<file path="config.mk">
export PLATFORM = sky130hd
export DESIGN_NAME = countdown_ctrl_flat
export DESIGN_NICKNAME = d
export VERILOG_FILES = /design/src/rtl/timer_pkg.sv /design/src/rtl/countdown_ctrl_if.sv /design/src/rtl/countdown_ctrl_tick_gen.sv /design/src/rtl/countdown_ctrl.sv /design/src/flat_wrapper.sv
export SDC_FILE = /design/constraint.sdc
export NUM_CORES = 1
export LEC_CHECK = 0
export CORE_MARGIN = 10
export CORE_UTILIZATION = 50
export CTS_BUF_LIST = sky130_fd_sc_hd__clkbuf_8 sky130_fd_sc_hd__clkbuf_16
export DETAILED_ROUTE_END_ITERATION = 10
export PLACE_DENSITY = 0.72
export SETUP_SLACK_MARGIN = 0.1
export SLEW_MARGIN = 20
export SYNTH_ARGS = -nofsm -noshare
export SYNTH_HDL_FRONTEND = slang
export SYNTH_SLANG_ARGS = --single-unit
export TNS_END_PERCENT = 10
</file>
<file path="constraint.sdc">
create_clock -name clk -period 2.93 [get_ports clk]
set_clock_uncertainty 0.2 [all_clocks]
set_input_delay 0.586 -clock clk [delete_from_list [all_inputs] [get_ports clk]]
set_output_delay 0.586 -clock clk [all_outputs]
set_load 0.005 [all_outputs]
</file>
<file path="src/rtl/timer_pkg.sv">
// Shared types and divider sizing for the countdown timer.
package timer_pkg;

  typedef enum logic [1:0] {
    IDLE  = 2'd0,
    RUN   = 2'd1,
    PAUSE = 2'd2,
    DONE  = 2'd3
  } state_e;

  // Clock edges per tick.
  function automatic int calc_div(input int clk_hz, input int tick_hz);
    return clk_hz / tick_hz;
  endfunction

  // Width of the divider counter.
  function automatic int calc_div_w(input int clk_hz, input int tick_hz);
    return $clog2(clk_hz / tick_hz);
  endfunction

endpackage

</file>
<file path="src/rtl/countdown_ctrl_if.sv">
// Control/status bundle between the debounced buttons, the timer and the display.
interface countdown_ctrl_if #(parameter int CNT_W = 8) ();
  logic             start;
  logic             pause;
  logic             clear;
  logic [CNT_W-1:0] load_val;
  logic [CNT_W-1:0] secs;
  logic             running;
  logic             paused;
  logic             expired;
  logic             tick;
  logic             done;

  modport master (
    output start, pause, clear, load_val,
    input  secs, running, paused, expired, tick, done
  );

  modport slave (
    input  start, pause, clear, load_val,
    output secs, running, paused, expired, tick, done
  );
endinterface

</file>
<file path="src/rtl/countdown_ctrl_tick_gen.sv">
// Seconds divider: counts enabled edges, flags the terminal count.
module tick_gen #(
  parameter int DIV = 10,
  parameter int W   = $clog2(DIV)
) (
  input  logic clk,
  input  logic RESET_N,
  input  logic en,
  input  logic sclr,
  output logic wrap
);

  localparam logic [W-1:0] LAST = W'(DIV - 1);

  logic [W-1:0] cnt_q, cnt_d;

  // Synchronous clear wins; otherwise advance and roll over at DIV-1.
  always_comb begin
    cnt_d = cnt_q;
    if (sclr)
      cnt_d = '0;
    else if (en)
      cnt_d = (cnt_q == LAST) ? '0 : cnt_q + 1'b1;
  end

  // Divider count register.
  always_ff @(posedge clk or negedge RESET_N) begin
    if (!RESET_N) cnt_q <= '0;
    else          cnt_q <= cnt_d;
  end

  // Only reachable while running, so it is high for a single RUN edge;
  // the controller qualifies it with state and clear.
  assign wrap = (cnt_q == LAST);

endmodule

</file>
<file path="src/rtl/countdown_ctrl.sv">
// Countdown controller: IDLE/RUN/PAUSE/DONE sequencing over a seconds counter,
// producing one-cycle tick/done enables instead of derived clocks.
module countdown_ctrl
  import timer_pkg::*;
#(
  parameter int CLK_HZ  = 100_000_000,
  parameter int TICK_HZ = 1,
  parameter int CNT_W   = 8
) (
  input  logic             clk,
  input  logic             RESET_N,
  countdown_ctrl_if.slave  bus
);

  localparam int DIV   = calc_div(CLK_HZ, TICK_HZ);
  localparam int DIV_W = calc_div_w(CLK_HZ, TICK_HZ);

  state_e           state_q, state_d;
  logic [CNT_W-1:0] secs_q, secs_d;
  logic             tick_q, tick_d;
  logic             done_q, done_d;

  logic at_last;
  logic load_ok;
  logic wrap_edge;
  logic div_en;
  logic div_sclr;

  // A start only loads from IDLE/DONE and only with a non-zero value.
  assign load_ok   = bus.start && (bus.load_val != '0) &&
                     ((state_q == IDLE) || (state_q == DONE));
  assign wrap_edge = (state_q == RUN) && at_last && !bus.clear;
  // A pause freezes the partial second, except on the wrap edge where the
  // tick is still taken and the divider rolls over.
  assign div_en    = (state_q == RUN) && !bus.clear && (!bus.pause || at_last);
  assign div_sclr  = bus.clear || load_ok;

  tick_gen #(.DIV(DIV), .W(DIV_W)) u_tick_gen (
    .clk     (clk),
    .RESET_N (RESET_N),
    .en      (div_en),
    .sclr    (div_sclr),
    .wrap    (at_last)
  );

  // Next state, seconds counter and pulse generation; clear has top priority.
  always_comb begin
    state_d = state_q;
    secs_d  = secs_q;
    tick_d  = 1'b0;
    done_d  = 1'b0;
    if (bus.clear) begin
      state_d = IDLE;
      secs_d  = '0;
    end else begin
      unique case (state_q)
        IDLE, DONE: begin
          if (load_ok) begin
            state_d = RUN;
            secs_d  = bus.load_val;
          end
        end
        RUN: begin
          if (wrap_edge) begin
            tick_d = 1'b1;
            secs_d = secs_q - 1'b1;
            if (secs_q == CNT_W'(1)) begin
              state_d = DONE;
              done_d  = 1'b1;
            end else if (bus.pause) begin
              state_d = PAUSE;
            end
          end else if (bus.pause) begin
            state_d = PAUSE;
          end
        end
        PAUSE: begin
          if (bus.start || bus.pause) state_d = RUN;
        end
        default: state_d = IDLE;
      endcase
    end
  end

  // State, counter and pulse registers.
  always_ff @(posedge clk or negedge RESET_N) begin
    if (!RESET_N) begin
      state_q <= IDLE;
      secs_q  <= '0;
      tick_q  <= 1'b0;
      done_q  <= 1'b0;
    end else begin
      state_q <= state_d;
      secs_q  <= secs_d;
      tick_q  <= tick_d;
      done_q  <= done_d;
    end
  end

  assign bus.secs    = secs_q;
  assign bus.running = (state_q == RUN);
  assign bus.paused  = (state_q == PAUSE);
  assign bus.expired = (state_q == DONE);
  assign bus.tick    = tick_q;
  assign bus.done    = done_q;

endmodule

</file>
<file path="src/flat_wrapper.sv">
// flat-port wrapper written by rule: the top's interface ports become plain ports
module countdown_ctrl_flat import timer_pkg::*;
#(
  parameter int CLK_HZ  = 100_000_000,
  parameter int TICK_HZ = 1,
  parameter int CNT_W   = 8
)
  (clk, RESET_N, bus_start, bus_pause, bus_clear, bus_load_val, bus_secs, bus_running, bus_paused, bus_expired, bus_tick, bus_done);
  countdown_ctrl_if #(.CNT_W(CNT_W)) bus_i ();
  input  logic clk;
  input  logic RESET_N;
  input wire logic [$bits(bus_i.start)-1:0] bus_start;
  input wire logic [$bits(bus_i.pause)-1:0] bus_pause;
  input wire logic [$bits(bus_i.clear)-1:0] bus_clear;
  input wire logic [$bits(bus_i.load_val)-1:0] bus_load_val;
  output wire logic [$bits(bus_i.secs)-1:0] bus_secs;
  output wire logic [$bits(bus_i.running)-1:0] bus_running;
  output wire logic [$bits(bus_i.paused)-1:0] bus_paused;
  output wire logic [$bits(bus_i.expired)-1:0] bus_expired;
  output wire logic [$bits(bus_i.tick)-1:0] bus_tick;
  output wire logic [$bits(bus_i.done)-1:0] bus_done;
  assign bus_i.start = bus_start;
  assign bus_i.pause = bus_pause;
  assign bus_i.clear = bus_clear;
  assign bus_i.load_val = bus_load_val;
  assign bus_secs = bus_i.secs;
  assign bus_running = bus_i.running;
  assign bus_paused = bus_i.paused;
  assign bus_expired = bus_i.expired;
  assign bus_tick = bus_i.tick;
  assign bus_done = bus_i.done;
  countdown_ctrl #(.CLK_HZ(CLK_HZ), .TICK_HZ(TICK_HZ), .CNT_W(CNT_W)) u_core (.clk(clk), .RESET_N(RESET_N), .bus(bus_i));
endmodule
</file>
==> flow_metrics.tcl <==
set metrics [dict create \
    status "finished clean" \
    routed_wl_mm 5.86 \
    ir_worst_vdd_mv 0.353 \
    clock.fmax_mhz 376 \
    wl_per_cell_um 16.4 \
    core_area_um2 4410 \
    grt_pass1_wl_mm 9.95 \
    netlist_top_cells_count "dfrtp_1, nor2_1, o21ai_0, a21oi_1, inv_1" \
    dpl.hpwl_mm 4.42 \
    h-tree-depth 2 \
    groute.usage.overall_pct 15.7 \
    io_buffers 25 \
    placed_area_um2 2740 \
    fin_crit_ps 2660 \
    max_stage_delay_ps 470 \
    seq_area_frac_synth_pct 42.0 \
    cts_setup_buffers 0 \
    area_growth_syn_to_layout_pct 21.3 \
    yosys-top-cells-area "dfrtp_1, nor2_1, o21ai_0, xor2_1, a21oi_1" \
    synth_top_area_share_pct 42.0 \
    first_iter_violations 161 \
    synthFlopType "dfrtp_1" \
    finalNonFillerCells 357 \
    critPathRequiredTime_ps 2950 \
    worstPathMaxFanout 16 \
    syn_inst 263 \
    drc_errors 0 \
    root_buffer "clkbuf_8" \
    cts_tree "built" \
    via_per_inst 6.17 \
    hold_class "in2async" \
    globalRoute.totalOverflow 0 \
    synth_nets 282 \
    synth.most_common_cell "dfrtp_1" \
    synth_edf_count 0 \
    setup_violations 0 \
    place_inst 349 \
    initial_utilization_pct 52.6 \
    crit_buf_inv 1 \
    cp.depth 8 \
    r2r_cells 8 \
    p_total_uw 1800 \
    clkSlewWorstSetupHoldPaths_ps 80 \
    grt_max_degree 40 \
    netlist_area_um2 2320 \
    slowest_stage "or4_1" \
    whs_ps 188 \
    io_pins 26 \
    path_class "reg2reg" \
    clock_latency_ps 300 \
    grt_setup_unrepaired "no" \
    rows 24 \
    tightest_slew_ps 848 \
    nets 323 \
    cts_buffers 5 \
    cts.sinks 39 \
    design_area_um2 2820 \
    slew_headroom_pct 43.5 \
    cts_hold_buf 0 \
    drv_slew 0 \
    synth_seq_cells 39 \
    dieArea_um2 7770 \
    yosysTopAreaCell "dfrtp_1" \
    antenna_found_initial 0 \
    multi_input_area_um2 1260 \
    crit_path_end_kind "flip-flop" \
    async_flop_share_pct 100 \
    yosys_warnings 0 \
    ys_types 43 \
    crit_arrival_ps 2680 \
    hold_violations 0 \
    ant_nets 0 \
    grt_pass1_vias 2034 \
    crit_family "simple AND/OR/NAND/NOR gates" \
    die_y_um 88.2 \
    num_vias 2202 \
    gp_congestion 0.892 \
    drive_above_1_share_pct 11.5 \
    p_leak_uw 0.00124 \
    cts_resized 0 \
    startpoint_type "flip-flop" \
    dr.pass1.iters 5 \
    n_fill_cell 378 \
    period_share_pct 90.8 \
    diodes 0 \
    regArea_um2 976 \
    clockBufferDepth 2 \
    crit_chain "ha_1, and3_1, nand3_1, nor4_4, buf_4, nor2_1, or4_1, a21oi_1" \
    setup_tns_ps 0 \
    cellPowerDensity_nw_per_um2 640 \
    avgSynthCellArea_um2 8.83 \
    die_w_um 88.2 \
    drv_cap 0 \
]
kinds of logic (layout without fill, tap and decap cells):
kind of cell	count (synthesis)	after routing	share of synthesized area [%]
compound gates	73	73	20.2
xor+xnor	12	12	4.52
fa+ha+maj	6	6	3.23
buf+inv	23	65	3.77
flops	39	39	42.0
simple gates	110	110	26.2
power by group:
group          internal, µW  total (µW)  leakage (µW)  switching, µW
clock                   160         346     0.0000505            186
combinational           354         790      0.000650            436
sequential              598         668      0.000535           69.9
stage by stage:
step | utilization (%) | setup slack [ps]
floorplan | - | 406
global placement | 62.0 | 100
detailed placement | 62.0 | 76.3
CTS | 63.9 | 284
global route | 63.9 | 110
finish | 63.9 | 271
final timing paths:
check	start	endpoint	slack, ps
hold reg to reg	u_core.u_tick_gen.cnt_q[3]	u_core.u_tick_gen.cnt_q[3]	340
hold / removal	RESET_N	u_core.u_tick_gen.cnt_q[23]	190
min in group clk	u_core.u_tick_gen.cnt_q[3]	u_core.u_tick_gen.cnt_q[3]	340
setup reg to reg	u_core.u_tick_gen.cnt_q[0]	u_core.u_tick_gen.cnt_q[7]	270
setup / recovery	u_core.u_tick_gen.cnt_q[0]	u_core.u_tick_gen.cnt_q[7]	270
max in group asynchronous	RESET_N	u_core.bus.secs[0]	1800
layout make-up:
cell class	count	area share, %
multi-input cells	201	44.7
flip-flops and latches	39	34.6
repair buffers	44	13.8
clock buffers	5	2.44
well taps	52	2.31
inverters	13	1.73
clock inverters	3	0.444
flip-flops by register name, indices dropped and copies added (netlist names):
name,count
u_core.bus.secs,8
u_core.bus.tick,1
u_core.state_q,2
u_core.u_tick_gen.cnt_q,27
u_core.bus.done,1
metal layers:
metal | wire length, µm | GRT usage [%] | vias to the layer above
li1 | - | - | 1061
met5 | 0 | 0 | -
met3 | 283 | 3.81 | 9
met1 | 2780 | 22.7 | 1070
met2 | 2720 | 22.9 | 62
met4 | 72 | 3.71 | 0
placed cells by master, fill, tap and decap left out, types with 3 or more instances in the layout:
cell type        instances
a21oi_1                 16
a22oi_1                  3
a31oi_1                  7
and3_1                   9
buf_4                   19
clkbuf_8                 5
clkdlybuf4s50_1         24
dfrtp_1                 39
ha_1                     6
inv_1                   15
nand2_1                 11
nand3_1                 12
nand4_1                  5
nor2_1                  31
nor2b_1                  4
nor3_1                   9
nor4_1                   4
o2111ai_1                3
o211ai_1                 6
o21ai_0                 21
o21bai_1                 3
o31ai_1                  4
or3_1                    5
or4_1                    7
xor2_1                  10
Power figures use the tool's default switching activity.
